**config.mk**
```make
export PLATFORM = sky130hd
export DESIGN_NAME = command_header_parser
export DESIGN_NICKNAME = d
export VERILOG_FILES = /design/src/rtl/command_header_parser.sv
export SDC_FILE = /design/constraint.sdc
export NUM_CORES = 1
export LEC_CHECK = 0
export ABC_AREA = 1
export CAP_MARGIN = 5
export CORE_MARGIN = 4
export CORE_UTILIZATION = 50
export CTS_BUF_LIST = sky130_fd_sc_hd__clkbuf_8
export DETAILED_ROUTE_END_ITERATION = 6
export PLACE_DENSITY = 0.76
export SKIP_CTS_REPAIR_TIMING = 1
export SYNTH_ARGS = -nofsm -noshare
export SYNTH_HDL_FRONTEND = slang
export SYNTH_SLANG_ARGS = --single-unit
export TNS_END_PERCENT = 10
```
**constraint.sdc**
```tcl
create_clock -name clock -period 7.22 [get_ports clock]
set_clock_uncertainty 0.1 [all_clocks]
set_input_delay 1.083 -clock clock [delete_from_list [all_inputs] [get_ports clock]]
set_output_delay 1.083 -clock clock [all_outputs]
set_load 0.05 [all_outputs]
```
**src/rtl/command_header_parser.sv**
```systemverilog
// Front end of the management module: parses the 10-byte TPM command header from the host FIFO,
// captures up to four parameter bytes, checks framing and issues the command with a keyStart_n strobe.
module command_header_parser #(
    parameter int MAX_CMD_SIZE = 4096,
    parameter int START_PULSE  = 1
) (
    input  logic        clock,
    input  logic        reset_n,
    input  logic [7:0]  in_data,
    input  logic        in_valid,
    input  logic        in_last,
    output logic        in_ready,
    input  logic [7:0]  in_locality,
    output logic [31:0] tpm_cc,
    output logic [32:0] cmd_param,
    output logic [15:0] cmd_tag,
    output logic [31:0] cmd_size,
    output logic [7:0]  locality,
    output logic        keyStart_n,
    output logic [31:0] hdr_rc,
    output logic        hdr_err
);

    typedef enum logic [2:0] {
        IDLE,
        HDR,
        PARAM,
        DRAIN,
        FLUSH,
        ISSUE,
        ERR
    } state_t;

    localparam int          PULSE_LEN   = (START_PULSE < 1) ? 1 : ((START_PULSE > 15) ? 15 : START_PULSE);
    localparam logic [3:0]  PULSE_LAST  = 4'(PULSE_LEN - 1);
    localparam logic [31:0] MAX_SIZE    = 32'(MAX_CMD_SIZE);
    localparam logic [31:0] MIN_SIZE    = 32'd10;
    localparam logic [31:0] RC_BAD_TAG  = 32'h0000_001E;
    localparam logic [31:0] RC_CMD_SIZE = 32'h0000_0142;

    state_t      state;
    state_t      stateNext;
    logic [31:0] byteCnt;
    logic [31:0] cntNext;
    logic [31:0] cntInc;
    logic [15:0] tagSh;
    logic [15:0] tagNext;
    logic [31:0] sizeSh;
    logic [31:0] sizeNext;
    logic [31:0] ccSh;
    logic [31:0] ccNext;
    logic [32:0] paramSh;
    logic [32:0] paramNext;
    logic [7:0]  locSh;
    logic [7:0]  locNext;
    logic        lastSeen;
    logic        lastNext;
    logic [3:0]  pulseCnt;
    logic [31:0] rcLoad;
    logic        accept;
    logic        tagOk;
    logic        sizeBad;
    logic        issueEntry;

    function automatic logic isReceiving(input state_t s);
        return (s == IDLE) || (s == HDR) || (s == PARAM) || (s == DRAIN) || (s == FLUSH);
    endfunction

    assign accept     = in_valid && in_ready;
    assign cntInc     = byteCnt + 32'd1;
    assign tagOk      = (tagSh == 16'h8001) || (tagSh == 16'h8002);
    assign sizeBad    = (sizeSh < MIN_SIZE) || (sizeSh > MAX_SIZE);
    assign issueEntry = (stateNext == ISSUE) && (state != ISSUE);

    always_comb begin
        stateNext = state;
        cntNext   = byteCnt;
        tagNext   = tagSh;
        sizeNext  = sizeSh;
        ccNext    = ccSh;
        paramNext = paramSh;
        locNext   = locSh;
        lastNext  = lastSeen;
        rcLoad    = 32'd0;

        unique case (state)
            IDLE: begin
                if (accept) begin
                    tagNext   = {in_data, 8'h00};
                    cntNext   = 32'd1;
                    locNext   = in_locality;
                    paramNext = '0;
                    lastNext  = in_last;
                    if (in_last) begin
                        rcLoad    = RC_CMD_SIZE;
                        stateNext = ERR;
                    end else begin
                        stateNext = HDR;
                    end
                end
            end

            HDR: begin
                if (accept) begin
                    cntNext  = cntInc;
                    lastNext = in_last;
                    if (byteCnt == 32'd1) begin
                        tagNext = {tagSh[15:8], in_data};
                    end else if (byteCnt <= 32'd5) begin
                        sizeNext = {sizeSh[23:0], in_data};
                    end else begin
                        ccNext = {ccSh[23:0], in_data};
                    end
                    // Tag and size are complete in the shadows by the time byte 9 arrives
                    if (byteCnt == 32'd9) begin
                        if (!tagOk) begin
                            rcLoad    = RC_BAD_TAG;
                            stateNext = ERR;
                        end else if (sizeBad) begin
                            rcLoad    = RC_CMD_SIZE;
                            stateNext = ERR;
                        end else if (sizeSh == MIN_SIZE) begin
                            if (in_last) begin
                                stateNext = ISSUE;
                            end else begin
                                rcLoad    = RC_CMD_SIZE;
                                stateNext = ERR;
                            end
                        end else if (in_last) begin
                            rcLoad    = RC_CMD_SIZE;
                            stateNext = ERR;
                        end else begin
                            stateNext = PARAM;
                        end
                    end else if (in_last) begin
                        rcLoad    = RC_CMD_SIZE;
                        stateNext = ERR;
                    end
                end
            end

            PARAM, DRAIN: begin
                if (accept) begin
                    cntNext  = cntInc;
                    lastNext = in_last;
                    if (state == PARAM) begin
                        paramNext = {1'b1, paramSh[23:0], in_data};
                    end
                    if (cntInc == sizeSh) begin
                        if (in_last) begin
                            stateNext = ISSUE;
                        end else begin
                            rcLoad    = RC_CMD_SIZE;
                            stateNext = ERR;
                        end
                    end else if (in_last) begin
                        rcLoad    = RC_CMD_SIZE;
                        stateNext = ERR;
                    end else if ((state == PARAM) && (byteCnt == 32'd13)) begin
                        stateNext = DRAIN;
                    end
                end
            end

            FLUSH: begin
                if (accept && in_last) begin
                    stateNext = IDLE;
                end
            end

            ISSUE: begin
                if (pulseCnt == 4'd0) begin
                    stateNext = IDLE;
                end
            end

            ERR: begin
                stateNext = lastSeen ? IDLE : FLUSH;
            end

            default: begin
                stateNext = IDLE;
            end
        endcase
    end

    always_ff @(posedge clock or negedge reset_n) begin
        if (!reset_n) begin
            state    <= IDLE;
            byteCnt  <= 32'd0;
            lastSeen <= 1'b0;
            pulseCnt <= 4'd0;
        end else begin
            state    <= stateNext;
            byteCnt  <= cntNext;
            lastSeen <= lastNext;
            pulseCnt <= (state == ISSUE) ? pulseCnt - 4'd1 : PULSE_LAST;
        end
    end

    always_ff @(posedge clock) begin
        tagSh   <= tagNext;
        sizeSh  <= sizeNext;
        ccSh    <= ccNext;
        paramSh <= paramNext;
        locSh   <= locNext;
    end

    // Outputs load on entry to ISSUE from the next-shadow values so they are valid with the strobe
    always_ff @(posedge clock or negedge reset_n) begin
        if (!reset_n) begin
            in_ready   <= 1'b0;
            keyStart_n <= 1'b1;
            hdr_err    <= 1'b0;
            hdr_rc     <= 32'd0;
            tpm_cc     <= 32'd0;
            cmd_param  <= 33'd0;
            cmd_tag    <= 16'd0;
            cmd_size   <= 32'd0;
            locality   <= 8'd0;
        end else begin
            in_ready   <= isReceiving(stateNext);
            keyStart_n <= (stateNext != ISSUE);
            hdr_err    <= (stateNext == ERR);
            if (stateNext == ERR) begin
                hdr_rc <= rcLoad;
            end
            if (issueEntry) begin
                hdr_rc    <= 32'd0;
                tpm_cc    <= ccNext;
                cmd_param <= paramNext;
                cmd_tag   <= tagNext;
                cmd_size  <= sizeNext;
                locality  <= locNext;
            end
        end
    end

endmodule

```
# Yosys cells after proc, flatten, opt, wreduce, memory -nomap -nowiden
# Cells that the tools add are included.
totals:
  ff_bits: 317
  inputBits: 20
  output_inout_bits: 156
op_classes:
  addsub: 2
  order_cmp: 3
  eq_ne: 23
  muxes: 53
  n_reduce_logical: 20
op_table:
  columns: ["op", "count"]
  rows:
  - ["32-bit 2-to-1 mux", 16]
  - ["33-bit 2-to-1 mux", 3]
  - ["32-bit by 4-bit equality test with 1-bit output (second input constant)", 3]
  - ["32-bit case mux with 3 select lines", 1]
  - ["33-bit case mux with 2 select lines", 1]
  - ["32-bit case mux with 2 select lines", 1]
  - ["9-bit 2-to-1 mux", 6]
  - ["3-bit 2-to-1 mux", 16]
  - ["32-bit by 1-bit adder with 32-bit output (second input constant)", 1]
  - ["16-bit equality test (second input constant)", 2]
  - ["32-bit by 1-bit equality test with 1-bit output (second input constant)", 1]
  - ["32-bit equality test", 1]
  - ["32-bit by 13-bit > comparator with 1-bit output (second input constant)", 1]
  - ["32-bit by 3-bit less-or-equal comparator with 1-bit output (second input constant)", 1]
  - ["32-bit by 4-bit less-than comparator with 1-bit output (second input constant)", 1]
  - ["8-bit 2-to-1 mux", 4]
  - ["16-bit case mux with 2 select lines", 1]
  - ["3-bit equality test (second input constant)", 6]
  - ["3-bit case mux with 6 select lines", 1]
  - ["16-bit 2-to-1 mux", 1]
  - ["3-bit by 2-bit equality test with 1-bit output (second input constant)", 4]
  - ["3-bit by 1-bit equality test with 1-bit output (second input constant)", 2]
  - ["3-bit zero test", 2]
  - ["1-bit logical OR", 6]
  - ["14 further kinds", 19]

# Logic depth before layout (Yosys ltp)
# Gate-level depths: netlist of the first run.
logic_depth:
  word_depth: 12
  depth_mapped: 24
  depth_no_buf: 23

# Worst setup path before layout of the first run
# No wires, ideal clock.
synth_path:
  path_kind: "input port to flip-flop"
  startpoint: "input in_valid"
  endpoint: "register cmd_param[32]"
  arrival_ns: 2.817
  path_slack_ns: 4.172
  path_stages: 13
  n_path_buf: 2
  cell_sequence: "nand2_1 nor2_1 inv_1 nor2_1 inv_1 nor2_1 a21oi_1 nand3_2 nand3_4 buf_6 buf_4 nand2_1 o21ai_1"
synth_between:
  elab_chain_cells: 6
  elab_cells_between_ends: 12
synth_lines:
  columns: ["item", "line", "text"]
  rows:
  - ["start, declared", "10", "input logic in_valid,"]
  - ["1-bit logical AND *", "69", "assign accept = in_valid && in_ready;"]
  - ["1-bit logical AND", "166", "if (accept && in_last) begin"]
  - ["3-bit 2-to-1 mux", "166", null]
  - ["3-bit case mux with 6 select lines *", "86", "unique case (state)"]
  - ["via stateNext[0]", "42", "state_t stateNext;"]
  - ["3-bit equality test *", "73", "assign issueEntry = (stateNext == ISSUE) && (state != ISSUE);"]
  - ["1-bit logical AND *", "73", null]
  - ["end signal, assigned", "231", "cmd_param <= paramNext;"]
  - ["end, declared", "15", "output logic [32:0] cmd_param,"]
# The timed path passes the listed nets; every way through them passes the cells marked *.
# A chain may end at the register's enable or synchronous reset.

# Final worst setup path of the first run
layout_path:
  startpoint: "input in_valid"
  endpoint: "register cmd_size[28]"
layout_between:
  elab_chain_cells: 6
  elab_cells_between_ends: 11
layout_lines:
  columns: ["item", "line", "text"]
  rows:
  - ["1-bit logical AND *", "69", null]
  - ["1-bit logical AND", "166", null]
  - ["3-bit 2-to-1 mux", "166", null]
  - ["3-bit case mux with 6 select lines *", "86", null]
  - ["via stateNext[0]", "42", null]
  - ["3-bit equality test *", "73", null]
  - ["1-bit logical AND *", "73", null]
  - ["end signal, assigned", "233", "cmd_size <= sizeNext;"]
  - ["end, declared", "17", "output logic [31:0] cmd_size,"]
# Marks and branches as above.

==> metrics, run 1 <==
outcome finished clean; drc violations 0; DR pass1 iterations 7; Sum Neg Setup Slack 0 ns; post-DP HPWL approximately 24000 um; Arr. time, crit path between 5 and 6 ns; Leak Pwr 7.48 nW; final slew viol count 0; mux cell area share after synthesis 0; Cell Area, Synth around 13000 sq um; final core utilization 0.611; r2r startpoint byteCnt[0]$_DFFE_PN0P_; register area between 6000 and 7000 sq um; launch point of the worst hold path pulseCnt[0]$_DFF_PN0_; main combinational cell family by area after synthesis simple AND/OR/NAND/NOR gates; Max Cap Violations 0; worst slew pin tran ~1.1 ns; Overflow after GRT 0; fillcell total between 2000 and 2500; post-route ant nets 0; Fmax 0.186 GHz; CP Launch Point in_valid; Synth Area in Compound Gates 0.102; routing usage on met2 0.384; IR drop worst, VDD 0.298 mV; layout cells sized above 1 0.0669; Core Box Area ~25000 sq um; Hold Crit Class flip-flop to flip-flop; Critical Path End Type flip-flop; vias in the first global route 11300; Yosys top cell by area dfrtp_1; Final Net Count between 1500 and 2000; Setup CP Type input pin to flip-flop; pwr dens 438 nW/um^2; first-pass GRT wire length 56600 um; flop2flop setup slack ~2.3 ns; post-synthesis sequential area ratio 0.508; Synth Area in XOR/XNOR 0.00780; Synth top area share 0.320; GR peak layer met2; Syn-to-layout area delta 19.3%; count of input and output buffers 149; vias about 11000; cell area after layout roughly 16000 sq um; post-synth cell types roughly 40; Via density 5.17; final hold violation count 0; Slew Limit Headroom 0.257; Tcrit/Tclk final 0.743; cell count after synthesis roughly 1700; CP endpoint cmd_size[28]$_DFFE_PN0P_; unrepaired setup endpoints after global routing false; Ys Warns 0; Die Span Y 169 um; simple-gate area share of the yosys netlist 0.280; CTS H-tree lvls 2; Reg2Reg Capture Point cmd_size[28]$_DFFE_PN0P_; most frequent cells after synthesis 603 x nand2_1, 175 x inv_1, 166 x dfrtp_1; CTS sink cnt ~290; CP Max Fanout 64; diodes inserted 0; IO Pins ~180; RD Place Congestion 0.977; CTS max path bufs 3; Clock Root Buffer clkbuf_8; ys async rst share 0.580; area occupied by multi-input gates between 5000 and 6000 sq um; number of synthesized register bits roughly 290; top post-synthesis cells by area dfrtp_1 32%, dfxtp_1 19%, nand2_1 17%; initial antenna violation count 0; Adder-Cell Fraction of Synth Area 0.00674; die width 169 um; CP required approximately 7.6 ns; Clock transition at path regs ~0.060 ns; Top FF cell, synth dfrtp_1; Starting DRT DRC Count 931; Routed WL between 30000 and 40000 um; Tmin final between 5 and 6 ns; largest net degree at the start of global routing roughly 110; die footprint approximately 29000 sq um; EDFF count, synth 0; count leader, synth nand2_1; Overall Global Routing Usage 0.240; Reg2Reg Depth 24; Initial Utilization 0.512; met3 Track Usage GR 0.0601; Avg WL per Cell about 16 um; Worst Setup Start Kind input pin; dpl cell area about 15000 sq um; total design power about 6.8 mW; Setup-failing EPs final 0; total CTS buffers between 40 and 50; met1 usage 0.312; mean area per synthesized cell about 7.7 sq um; worst skew pair latency slightly below 0.6 ns; CTS tree built; Rows 58
## final cells by class
type	instances	area share
Sequential cell	288	0.426
Multi-Input combinational cell	1148	0.338
Timing Repair Buffer	157	0.100
Clock buffer	63	0.0559
Inverter	185	0.0448
Tap cell	330	0.0266
Clock inverter	28	0.00879
## how the worst min path moves through the flow
| stage | cells after the start | end | slack [ns] |
|---|---|---|---|
| finish | 1 | pulseCnt[0]$_DFF_PN0_ | 0.36 |
| global route | 2 | cmd_tag[5]$_DFFE_PN0P_ | 0.39 |
| CTS | 1 | pulseCnt[0]$_DFF_PN0_ | 0.37 |
| detailed placement | 1 | pulseCnt[0]$_DFF_PN0_ | 0.36 |
| global placement | 1 | pulseCnt[0]$_DFF_PN0_ | 0.35 |
| floorplan | 1 | pulseCnt[0]$_DFF_PN0_ | 0.33 |
## logic make-up after synthesis
| kind of cell | after synthesis |
|---|---|
| AOI/OAI and AO/OA | 237 |
| other | 1 |
| buffers and inverters | 271 |
| xor gates and xnor gates | 10 |
| adders and majority gates | 7 |
| and+or+nand+nor | 868 |
| DFF | 288 |
## layer usage
metal  vias up  share of wire
met5         -              0
met4         0          0.037
met3        93          0.081
met2       434           0.46
met1      5275           0.42
li1       5573              -
## flip-flops by register name (all words and copies together) (netlist names), 3 cells and up
signal and count:
pulseCnt 4, cmd_size 32, cmd_param 33, state 3
sizeSh 32, byteCnt 32, ccSh 32, locality 8
tpm_cc 32, locSh 8, paramSh 33, hdr_rc 3
cmd_tag 16, tagSh 16
## placed cells by master (no fill, tap or decap), drive strengths merged
cell	count
a21oi	8
a31oi	3
a41oi	1
and2	9
buf	9
clkbuf	63
clkdlybuf4s50	148
clkinv	7
clkinvlp	1
conb	26
dfrtp	166
dfstp	1
dfxtp	121
ha	7
inv	205
nand2	611
nand3	96
nand3b	7
nand4	17
nor2	106
nor3	8
nor4	13
o211ai	3
o21a	24
o21ai	173
o22ai	24
o41ai	1
or2	1
xnor2	2
xnor3	1
xor2	7
## where the power goes
part	internal, mW	switching (mW)
sequential	2.13	0.328
clock	0.790	0.677
combinational	0.867	2.01
total	3.79	3.01
## stage by stage
step | setup WS (ns) | instances | hold WS (ns)
after floorplan | 4.17 | 1707 | 0.326
after global placement | 1.47 | 2108 | 0.351
after detailed placement | 1.35 | 2108 | 0.356
after CTS | 1.93 | 2199 | 0.370
after global routing | 1.38 | 2199 | 0.394
final | 1.85 | 2199 | 0.359
## worst max-delay path, stage by stage
cell and delay, ns:
clkdlybuf4s50_1 0.50, nand2_1 0.17, nor2_1 0.16, inv_1 0.24, nor2_1 0.71, inv_1 0.51, nor2_1 0.20, a21oi_1 0.07
nand3_2 0.14, nand3_4 0.40, inv_2 0.97, buf_4 0.38, nand2_1 0.08, nand2_1 0.07
(Power assumes the default switching activity.)
==> run 2: changes to the inputs <==
- clock period: 7.22 -> 5.6 ns (I/O delays scaled with it)
==> metrics, run 2 (synthesized netlist as in run 1, its figures left out) <==
Clock transition at path regs 0.06 ns (about the same); crit path cell chain ha_1, nand2_2, nor2_8, nand2_1, nor2_4, nand2_1, nand2_1, nand2_1, nand2_1, nand2_1, nor2_1, nand2_1, nor2_1, nand3_1, nand2_1, nand2_1, nand2_1, nand3_1, nand3_2, nand3_4, inv_2, buf_4, nand2_1, nand2_1; cell with the largest stage delay on the worst path buf_4; Setup CP Type flip-flop to flip-flop; drc violations 0 (unchanged); CP Max Fanout 80 (+25%); diodes inserted 0 (unchanged); CTS tree built; flop2flop setup slack 1.40 ns (-0.92 ns); worst skew pair latency 0.57 ns (-0.02 ns); first-pass GRT wire length 55800 um (-1.4%); cell family with most CP delay simple AND/OR/NAND/NOR gates; most common cell after layout, fill and taps aside nand2_1; IR drop worst, VDD 0.402 mV (+35%); Reg2Reg Capture Point cmd_size[0]$_DFFE_PN0P_; Worst Setup Start Kind flip-flop; largest net degree at the start of global routing 138 (+28%); Tmin final about 4.2 ns; unrepaired setup endpoints after global routing false; DR pass1 iterations 5 (-2); Fmax ~0.24 GHz; Avg WL per Cell 15.5 um (-0.78%); CTS H-tree lvls 2 (unchanged); Slew Limit Headroom 0.432 (+0.175); Hold Crit Class input pin to asynchronous set/reset pin; Max Cap Violations 0 (unchanged); pwr dens 572 nW/um^2 (+31%); CTS max path bufs 3 (unchanged); IO Pins 176 (unchanged); Sum Neg Setup Slack 0 ns (unchanged); die width 169 um (unchanged); outcome finished clean; CTS sink cnt 288 (unchanged); Critical Path End Type flip-flop; CP Launch Point byteCnt[0]$_DFFE_PN0P_; Clock Root Buffer clkbuf_8; largest stage delay on the critical path 0.65 ns (-0.32 ns); final hold violation count 0 (unchanged); post-DP HPWL 24000 um (+0.55%); Starting DRT DRC Count 894 (-4.0%); Routed WL 34100 um (-0.69%); Core Box Area 25400 sq um (unchanged); post-route ant nets 0 (unchanged); most frequent cells in the layout 603 x nand2_1, 188 x inv_1, 166 x dfrtp_1; Overall Global Routing Usage 0.237 (-0.00298); vias in the first global route 11100 (-1.8%); initial antenna violation count 0 (unchanged); worst slew pin tran 0.852 ns (-0.262 ns); Arr. time, crit path 4.60 ns (-1.18 ns); count of input and output buffers 149 (unchanged); Via density 5.13 (-0.82%); Die Span Y 169 um (unchanged); total CTS buffers 48 (-2.0%); worst path bufs/invs 2 (-3); r2r startpoint byteCnt[0]$_DFFE_PN0P_; dpl cells 2112 (+0.19%); Setup-failing EPs final 0 (unchanged); Reg2Reg Depth 24 (unchanged); Initial Utilization 0.512 (unchanged); Syn-to-layout area delta 20.3%; Rows 58 (unchanged); Top cell by count, worst path nand2_1; layout cells sized above 1 0.0711 (+0.00420); CP required 6.00 ns (-1.63 ns); Tcrit/Tclk final 0.750; final cell count without fillers 2201 (+0.091%); final slew viol count 0 (unchanged); Overflow after GRT 0 (unchanged); biggest regs cmd_param (33), paramSh (33); RD Place Congestion 0.978 (about the same); vias 11300 (-0.73%); Final Net Count 1859 (+0.16%); Leak Pwr 7.53 nW (+0.68%); die footprint 28600 sq um (unchanged)
## run 2: area by class of cell
class	instances	area [sq um]
inverter	185	694
fill	2225	9760
timing repair buffer	161	1600
sequential	288	6600
clock buffer	62	853
tap	330	413
multi-input combinational	1148	5250
clock inverter	27	234
## run 2: worst max path at each step
stage	slack [ns]	end	cells past startpoint
final	1.40	cmd_size[0]$_DFFE_PN0P_	24
after global routing	0.95	cmd_size[18]$_DFFE_PN0P_	24
after floorplan	2.76	cmd_param[32]$_DFFE_PN0P_	24
after global placement	1.18	cmd_size[10]$_DFFE_PN0P_	15
after CTS	1.39	cmd_size[0]$_DFFE_PN0P_	24
after detailed placement	1.03	cmd_size[0]$_DFFE_PN0P_	15
## run 2: routing by layer
| metal | track usage | up-vias | wire length (um) |
|---|---|---|---|
| li1 | - | 5586 | - |
| met1 | 0.310 | 5213 | 14400 |
| met2 | 0.381 | 401 | 15600 |
| met3 | 0.0601 | 92 | 2850 |
| met4 | 0.0900 | 0 | 1220 |
| met5 | 0 | - | 0 |
## run 2: through the flow
step	hold slack (ns)	util	instance area, sq um	power, mW	setup slack, ns
floorplan	0.326	-	13100	5.73	2.76
global placement	0.350	0.573	14600	6.85	1.18
detailed placement	0.354	0.573	14600	6.92	1.03
CTS	0.187	0.616	15600	9.00	1.39
global route	0.227	0.616	15600	9.48	0.950
finish	0.177	0.616	15600	8.95	1.40
## run 2: where the power goes
group	switching (mW)	total (mW)	internal, mW
Sequential	0.424	3.17	2.75
Clock	0.866	2.05	1.19
Combinational	2.59	3.72	1.13
Total	3.88	8.95	5.07
## run 2: worst register-to-register path, stage by stage (launching register included)
cell     delay [ns]
dfrtp_1        0.42
ha_1           0.25
nand2_2        0.12
nor2_8         0.16
nand2_1        0.12
nor2_4         0.24
nand2_1        0.09
nand2_1        0.08
nand2_1        0.07
nand2_1        0.06
nand2_1        0.04
nor2_1         0.11
nand2_1        0.06
nor2_1         0.27
nand3_1        0.15
nand2_1        0.08
nand2_1        0.05
nand2_1        0.05
nand3_1        0.09
nand3_2        0.13
nand3_4        0.32
inv_2          0.14
buf_4          0.65
nand2_1        0.20
nand2_1        0.10
